--- src/rtl/hazard_scoreboard_pkg.sv ---
`default_nettype none
// ============================================================================
// Module : hazard_scoreboard_pkg
// Brief  : Shared types and helpers for the decode/issue hazard scoreboard.
// Rev    : 1.0 - initial release
// ============================================================================
package hazard_scoreboard_pkg;

   // Counter field is sized for the largest latency any configuration may use.
   localparam int SB_CNT_W = 8;

   typedef struct packed {
      logic                busy;
      logic                is_var;
      logic [SB_CNT_W-1:0] cnt;
   } sb_entry_t;

   localparam logic [SB_CNT_W-1:0] SB_LAT_VAR    = '0;
   localparam sb_entry_t           SB_ENTRY_IDLE = '0;

   // cnt holds the cycles still visible as busy; latency 1 is forwardable next cycle.
   function automatic sb_entry_t sb_fixed_entry(input logic [SB_CNT_W-1:0] lat);
      sb_entry_t e;
      e.busy   = (lat > SB_CNT_W'(1));
      e.is_var = 1'b0;
      e.cnt    = lat - SB_CNT_W'(1);
      return e;
   endfunction

endpackage
`default_nettype wire

--- src/rtl/hazard_scoreboard_if.sv ---
`default_nettype none
// ============================================================================
// Module : hazard_scoreboard_if
// Brief  : Decode-to-scoreboard issue handshake bundle.
// Rev    : 1.0 - initial release
// ============================================================================
interface hazard_scoreboard_if #(
   parameter int NUM_REGS = 32,
   parameter int NUM_SRC  = 2,
   parameter int MAX_LAT  = 7,
   parameter int REG_W    = $clog2(NUM_REGS),
   parameter int LAT_W    = $clog2(MAX_LAT + 1)
);
   logic                     issue_valid;
   logic                     issue_ready;
   logic [NUM_SRC*REG_W-1:0] issue_rs;
   logic [NUM_SRC-1:0]       issue_rs_read;
   logic [REG_W-1:0]         issue_rd;
   logic                     issue_rd_write;
   logic [LAT_W-1:0]         issue_lat;

   modport master (
      output issue_valid, issue_rs, issue_rs_read, issue_rd, issue_rd_write, issue_lat,
      input  issue_ready
   );

   modport slave (
      input  issue_valid, issue_rs, issue_rs_read, issue_rd, issue_rd_write, issue_lat,
      output issue_ready
   );
endinterface
`default_nettype wire

--- src/rtl/hazard_scoreboard_sb_entry.sv ---
`default_nettype none
// ============================================================================
// Module : sb_entry
// Brief  : Pending-write tracker for one architectural register.
// Rev    : 1.0 - initial release
// ============================================================================
module sb_entry
   import hazard_scoreboard_pkg::*;
#(
   parameter int LAT_W = 3
) (
   input  logic             clk,
   input  logic             rst,
   input  logic             set,
   input  logic [LAT_W-1:0] set_lat,
   input  logic             var_clr,
   input  logic             flush,
   output logic             busy,
   output logic             is_var
);
   sb_entry_t           entry_q;
   sb_entry_t           entry_d;
   logic [SB_CNT_W-1:0] lat_ext;

   assign lat_ext = SB_CNT_W'(set_lat);

   always_comb begin
      entry_d = entry_q;
      if (entry_q.busy && !entry_q.is_var) begin
         if (entry_q.cnt <= SB_CNT_W'(1)) entry_d = SB_ENTRY_IDLE;
         else                             entry_d.cnt = entry_q.cnt - SB_CNT_W'(1);
      end
      if (var_clr && entry_q.busy && entry_q.is_var) entry_d = SB_ENTRY_IDLE;
      // Variable entries survive a flush: their unit has already accepted the op.
      if (flush && !entry_q.is_var) entry_d = SB_ENTRY_IDLE;
      if (set && !flush) begin
         if (lat_ext == SB_LAT_VAR) begin
            entry_d.busy   = 1'b1;
            entry_d.is_var = 1'b1;
            entry_d.cnt    = '0;
         end else begin
            entry_d = sb_fixed_entry(lat_ext);
         end
      end
   end

   always_ff @(posedge clk or posedge rst) begin
      if (rst) entry_q <= SB_ENTRY_IDLE;
      else     entry_q <= entry_d;
   end

   assign busy   = entry_q.busy;
   assign is_var = entry_q.is_var;
endmodule
`default_nettype wire

--- src/rtl/hazard_scoreboard.sv ---
`default_nettype none
// ============================================================================
// Module : hazard_scoreboard
// Brief  : Issue interlock tracking fixed- and variable-latency register writes.
// Rev    : 1.0 - initial release
// ============================================================================
module hazard_scoreboard
   import hazard_scoreboard_pkg::*;
#(
   parameter int NUM_REGS = 32,
   parameter int REG_W    = $clog2(NUM_REGS),
   parameter int NUM_SRC  = 2,
   parameter int MAX_LAT  = 7,
   parameter int LAT_W    = $clog2(MAX_LAT + 1),
   parameter int CNT_W    = 32
) (
   input  logic                clk,
   input  logic                rst,
   hazard_scoreboard_if.slave  iss,
   input  logic                ext_stall,
   input  logic                flush,
   input  logic                var_done,
   input  logic [REG_W-1:0]    var_done_rd,
   output logic [NUM_REGS-1:0] busy_vec,
   output logic [CNT_W-1:0]    stall_cycles
);
   logic [NUM_REGS-1:0] var_vec;
   logic [REG_W-1:0]    rs_sel;
   logic                src_hazard;
   logic                waw_hazard;
   logic                ready;
   logic                fire;
   logic [CNT_W-1:0]    stall_cycles_q;
   logic [CNT_W-1:0]    stall_cycles_d;

   for (genvar r = 0; r < NUM_REGS; r++) begin : g_reg
      if (r == 0) begin : g_x0
         assign busy_vec[r] = 1'b0;
         assign var_vec[r]  = 1'b0;
      end else begin : g_entry
         sb_entry #(.LAT_W(LAT_W)) u_entry (
            .clk     (clk),
            .rst     (rst),
            .set     (fire && iss.issue_rd_write && (iss.issue_rd == REG_W'(r))),
            .set_lat (iss.issue_lat),
            .var_clr (var_done && (var_done_rd == REG_W'(r))),
            .flush   (flush),
            .busy    (busy_vec[r]),
            .is_var  (var_vec[r])
         );
      end
   end

   always_comb begin
      src_hazard = 1'b0;
      rs_sel     = '0;
      for (int i = 0; i < NUM_SRC; i++) begin
         rs_sel = iss.issue_rs[i*REG_W +: REG_W];
         if (iss.issue_rs_read[i] && (rs_sel != '0) && busy_vec[rs_sel]) src_hazard = 1'b1;
      end
   end

   // Overwriting a fixed-latency write is safe; a variable one would race its unit.
   assign waw_hazard = iss.issue_rd_write && (iss.issue_rd != '0) &&
                       busy_vec[iss.issue_rd] && var_vec[iss.issue_rd];
   assign ready           = !ext_stall && !src_hazard && !waw_hazard;
   assign fire            = iss.issue_valid && ready;
   assign iss.issue_ready = ready;

   always_comb begin
      stall_cycles_d = stall_cycles_q;
      if (iss.issue_valid && !ready && (stall_cycles_q != '1))
         stall_cycles_d = stall_cycles_q + CNT_W'(1);
   end

   always_ff @(posedge clk or posedge rst) begin
      if (rst) stall_cycles_q <= '0;
      else     stall_cycles_q <= stall_cycles_d;
   end

   assign stall_cycles = stall_cycles_q;
endmodule
`default_nettype wire

--- src/flat_wrapper.sv ---
// flat-port wrapper written by rule: the top's interface ports become plain ports
module hazard_scoreboard_flat import hazard_scoreboard_pkg::*;
#(
   parameter int NUM_REGS = 32,
   parameter int REG_W    = $clog2(NUM_REGS),
   parameter int NUM_SRC  = 2,
   parameter int MAX_LAT  = 7,
   parameter int LAT_W    = $clog2(MAX_LAT + 1),
   parameter int CNT_W    = 32
)
  (clk, rst, ext_stall, flush, var_done, var_done_rd, busy_vec, stall_cycles, iss_issue_valid, iss_issue_rs, iss_issue_rs_read, iss_issue_rd, iss_issue_rd_write, iss_issue_lat, iss_issue_ready);
  hazard_scoreboard_if #(.NUM_REGS(NUM_REGS), .NUM_SRC(NUM_SRC), .MAX_LAT(MAX_LAT), .REG_W(REG_W), .LAT_W(LAT_W)) iss_i ();
  input  logic clk;
  input  logic rst;
  input  logic ext_stall;
  input  logic flush;
  input  logic var_done;
  input  logic [REG_W-1:0] var_done_rd;
  output logic [NUM_REGS-1:0] busy_vec;
  output logic [CNT_W-1:0] stall_cycles;
  input wire logic [$bits(iss_i.issue_valid)-1:0] iss_issue_valid;
  input wire logic [$bits(iss_i.issue_rs)-1:0] iss_issue_rs;
  input wire logic [$bits(iss_i.issue_rs_read)-1:0] iss_issue_rs_read;
  input wire logic [$bits(iss_i.issue_rd)-1:0] iss_issue_rd;
  input wire logic [$bits(iss_i.issue_rd_write)-1:0] iss_issue_rd_write;
  input wire logic [$bits(iss_i.issue_lat)-1:0] iss_issue_lat;
  output wire logic [$bits(iss_i.issue_ready)-1:0] iss_issue_ready;
  assign iss_i.issue_valid = iss_issue_valid;
  assign iss_i.issue_rs = iss_issue_rs;
  assign iss_i.issue_rs_read = iss_issue_rs_read;
  assign iss_i.issue_rd = iss_issue_rd;
  assign iss_i.issue_rd_write = iss_issue_rd_write;
  assign iss_i.issue_lat = iss_issue_lat;
  assign iss_issue_ready = iss_i.issue_ready;
  hazard_scoreboard #(.NUM_REGS(NUM_REGS), .REG_W(REG_W), .NUM_SRC(NUM_SRC), .MAX_LAT(MAX_LAT), .LAT_W(LAT_W), .CNT_W(CNT_W)) u_core (.clk(clk), .rst(rst), .iss(iss_i), .ext_stall(ext_stall), .flush(flush), .var_done(var_done), .var_done_rd(var_done_rd), .busy_vec(busy_vec), .stall_cycles(stall_cycles));
endmodule
--- config.mk ---
export PLATFORM = sky130hd
export DESIGN_NAME = hazard_scoreboard_flat
export DESIGN_NICKNAME = d
export VERILOG_FILES = /design/src/rtl/hazard_scoreboard_pkg.sv /design/src/rtl/hazard_scoreboard_if.sv /design/src/rtl/hazard_scoreboard_sb_entry.sv /design/src/rtl/hazard_scoreboard.sv /design/src/flat_wrapper.sv
export SDC_FILE = /design/constraint.sdc
export NUM_CORES = 1
export LEC_CHECK = 0
export CAP_MARGIN = 10
export CORE_ASPECT_RATIO = 0.8
export CORE_MARGIN = 1.5
export CORE_UTILIZATION = 50
export CTS_CLUSTER_SIZE = 25
export DETAILED_ROUTE_END_ITERATION = 6
export GPL_TIMING_DRIVEN = 0
export PLACE_DENSITY = 0.71
export SLEW_MARGIN = 25
export SYNTH_ARGS = -nofsm -noshare
export SYNTH_HDL_FRONTEND = slang
export SYNTH_SLANG_ARGS = --single-unit
export TNS_END_PERCENT = 20
--- constraint.sdc ---
create_clock -name clk -period 13.8 [get_ports clk]
set_clock_uncertainty 0.2 [all_clocks]
set_input_delay 2.07 -clock clk [delete_from_list [all_inputs] [get_ports clk]]
set_output_delay 2.07 -clock clk [all_outputs]
set_load 0.1 [all_outputs]
==> flow_metrics.py <==
metrics = {
    "setup_path": {
        "end_kind": "output port",
        "worstPathCellList": "clkdlybuf4s50_1, buf_6, mux4_1, mux4_2, o211ai_2, and4_1, clkbuf_1, buf_1, clkdlybuf4s50_1",
        "worst_path_largest_cell_delay_ns": 1.23,
        "worst_ep_required_time_ns": 11.53,
        "start_kind": "input port",
        "critPathKind": "input port to output port",
        "worst_path_max_delay_cell": "clkdlybuf4s50_1",
        "crit_top_cell": "clkdlybuf4s50_1",
        "arrival_ns": 6.53,
        "crit_fanout": 10,
    },
    "global_routing": {
        "antenna_found_initial": 3,
        "track_usage_pct": 30.0,
        "grt_pass1_wl_um": 108000,
        "grt_overflow": 0,
        "grt_max_degree": 80,
        "first_global_vias": 19600,
    },
    "routing": {
        "via_per_inst": 6.25,
        "drcViolationCount": 0,
        "drt_iter0_drc": 2125,
        "wirelength_um": 69300,
        "vias": 21200,
        "dr.pass1.iters": 6,
        "drtAntennaViolNets": 0,
        "wl_per_cell_um": 20.4,
    },
    "power_and_ir_drop": {
        "ir_drop_v": 0.000128,
        "powerDensity_mw_per_mm2": 182,
        "leakage_nw": 11.4,
    },
    "timing": {
        "drv_slew": 0,
        "setup_violations": 0,
        "period_needed_ns": 8.80,
        "post-route-period-util_pct": 63.8,
        "rsz0062_at_grt": "no",
        "hold_viol_final": 0,
        "tns_ns": 0,
        "max_freq_ghz": 0.114,
        "tightest_slew_ns": 1.18,
        "relSlewSlack_pct": 20.2,
    },
    "cts": {
        "postCtsSetupRepairBufs": 0,
        "tritoncts": "done",
        "insertion_delay_ns": 0.57,
        "hold_buffers": 0,
        "postCtsResizedCells": 0,
        "root_buffer": "clkbuf_16",
        "cts.clk_slew.worst_paths_ns": 0.06,
        "clock_sinks": 342,
        "h-tree-depth": 2,
        "cts-buffers-inserted": 39,
        "clockBufferDepth": 3,
    },
    "yosys": {
        "syn_nets": 2735,
        "synth_area_per_cell_sq_um": 8.53,
        "yosys_most_used_dff": "dfrtp_1",
        "yosysSeqAreaShare_pct": 38.0,
        "async_flop_share_pct": 100,
        "synth_cells": 2638,
        "synth_edf_count": 0,
        "synthDistinctLibCells": 77,
        "syn_area_sq_mm": 0.0225,
        "synth-seq-cells": 342,
        "ys_warn_count": 0,
    },
    "status": {
        "status": "complete, no violations",
    },
    "place": {
        "gp_congestion": 0.978,
        "dp_hpwl_um": 49800,
        "portBuffers": 86,
    },
    "floorplan": {
        "std_cell_rows": 69,
        "boundaryPins": 97,
        "die_x_um": 240,
        "die_area_sq_mm": 0.0463,
        "core_area_sq_mm": 0.0444,
        "die_h_um": 193,
        "initial_core_util_pct": 50.7,
    },
    "final_layout": {
        "area_growth_pct": 13.2,
        "layout_commonest_cell": "dfrtp_1",
        "drive_above_1_share_pct": 7.60,
        "nets": 2866,
        "final_cell_mix": "342 x dfrtp_1, 293 x nor2_1, 263 x o21ai_0",
        "postLayoutCoreUtil_pct": 57.4,
    },
    "run": {
        "max_cap_violations": 0,
    },
    "worst_hold_path": {
        "hold_class": "flip-flop to flip-flop",
    },
}
-- critical path, delay by kind of cell --
family	cells	cell delay, ns
multiplexers	2	1.05
AO/OA/AOI/OAI	1	0.34
AND/OR/NAND/NOR	1	0.34
buffers and inverters	5	2.72
-- synth_stat cells, types with 8 or more instances --
master     count  area share, %
dfrtp_1      342             38
nor2_1       293            4.9
o21ai_0      263            5.8
a21oi_1      235            5.2
nand2_1      169            2.8
nor3_1       151            3.4
mux2i_1      133            5.9
clkbuf_1     106            1.8
inv_1        103            1.7
ha_1          65            3.6
nor4_1        62            1.7
a22oi_1       49            1.6
nand2b_1      49            1.4
nor2b_1       43            1.2
nand3_1       41           0.91
or3_1         36            1.0
buf_4         34            1.1
or2_2         31           0.86
xor2_1        27            1.1
nand4_1       26           0.72
mux4_2        25            2.5
mux2_2        24            1.2
buf_2         20           0.44
a31oi_1       19           0.53
a211oi_1      18           0.60
or4_1         18           0.60
and2_1        16           0.44
o31a_1        16           0.62
nor3b_1       15           0.50
a21o_1        14           0.47
and4_1        13           0.51
o21a_1        13           0.43
o22ai_1       13           0.36
a32oi_1       12           0.47
o211ai_1      12           0.40
a2bb2oi_1     11           0.43
and3_1        11           0.31
mux2_1         9           0.45
nor4b_1        8           0.31
o31ai_1        8           0.27
-- cells by family after synthesis --
kind of cell / Yosys count / share of synthesized area (%)
buffers and inverters: 271 / 5.27
other: 1 / 0.0167
xor gates and xnor gates: 31 / 1.21
DFF: 342 / 38.0
AOI/OAI and AO/OA: 724 / 18.9
muxes: 194 / 10.4
adders and majority gates: 65 / 3.61
and+or+nand+nor: 1010 / 22.6
-- sequential cells by signal, summed over array words and instances, names as in the netlist --
signal	cells
u_core.stall_cycles	32
u_core.g.g_entry.u_entry.is_var	31
u_core.g.g_entry.u_entry.entry_q	248
u_core.g.g_entry.u_entry.busy	31
-- power breakdown --
group,switching [mW],internal (mW),leakage [nW]
clock,0.426,0.600,0.608
combinational,1.17,0.797,6.32
sequential,0.340,1.31,4.44
-- per-layer routing --
layer  vias to the layer above  share of wire (%)  GRT usage, %
met4                         4                3.8          12.4
met1                     10300                 44          42.0
met5                         -              0.040             0
met2                       869                 43          43.7
li1                       9834                  -             -
met3                       156                9.7          7.95
-- final cells by class --
| class | instances | area [sq um] |
|---|---|---|
| clock inverters | 10 | 100 |
| diodes | 1 | 2.50 |
| fillers | 3969 | 18900 |
| flip-flops and latches | 342 | 8560 |
| repair buffers | 90 | 971 |
| inverters | 103 | 394 |
| plain buffers | 168 | 803 |
| multi-input cells | 2025 | 12800 |
| clock buffers | 52 | 1120 |
| well taps | 603 | 754 |
-- metrics by stage --
stage	total power, mW	setup WS [ns]	instance area [sq um]	std cells	hold WS, ns
final	4.64	5.00	25500	3394	0.295
after global routing	4.99	4.98	25500	3393	0.316
after CTS	4.62	5.08	25500	3393	0.294
after detailed placement	3.58	5.09	24300	3331	0.283
after global placement	3.48	-2.42	24100	3327	0.277
after floorplan	3.11	2.05	22500	2638	0.317
-- path summary, 6_finish.rpt --
path | start | end | slack (ns) | depth (start not counted)
worst max-delay path | iss_issue_rs[5] | iss_issue_ready | 5.00 | 9
worst min-delay path | u_core.stall_cycles[7]$_DFFE_PP0P_ | u_core.stall_cycles[7]$_DFFE_PP0P_ | 0.30 | 1
worst max register to register | u_core.g_reg[4].g_entry.u_entry.busy$_DFFE_PP0P_ | u_core.g_reg[7].g_entry.u_entry.busy$_DFFE_PP0P_ | 10.00 | 10
worst min register to register | u_core.stall_cycles[7]$_DFFE_PP0P_ | u_core.stall_cycles[7]$_DFFE_PP0P_ | 0.30 | 1
max in group asynchronous | rst | u_core.g_reg[6].g_entry.u_entry.entry_q[4]$_DFFE_PP0P_ | 10.18 | 5
min in group asynchronous | rst | u_core.g_reg[17].g_entry.u_entry.entry_q[4]$_DFFE_PP0P_ | 1.76 | 2
No activity file was read; power rests on OpenSTA's default activity.
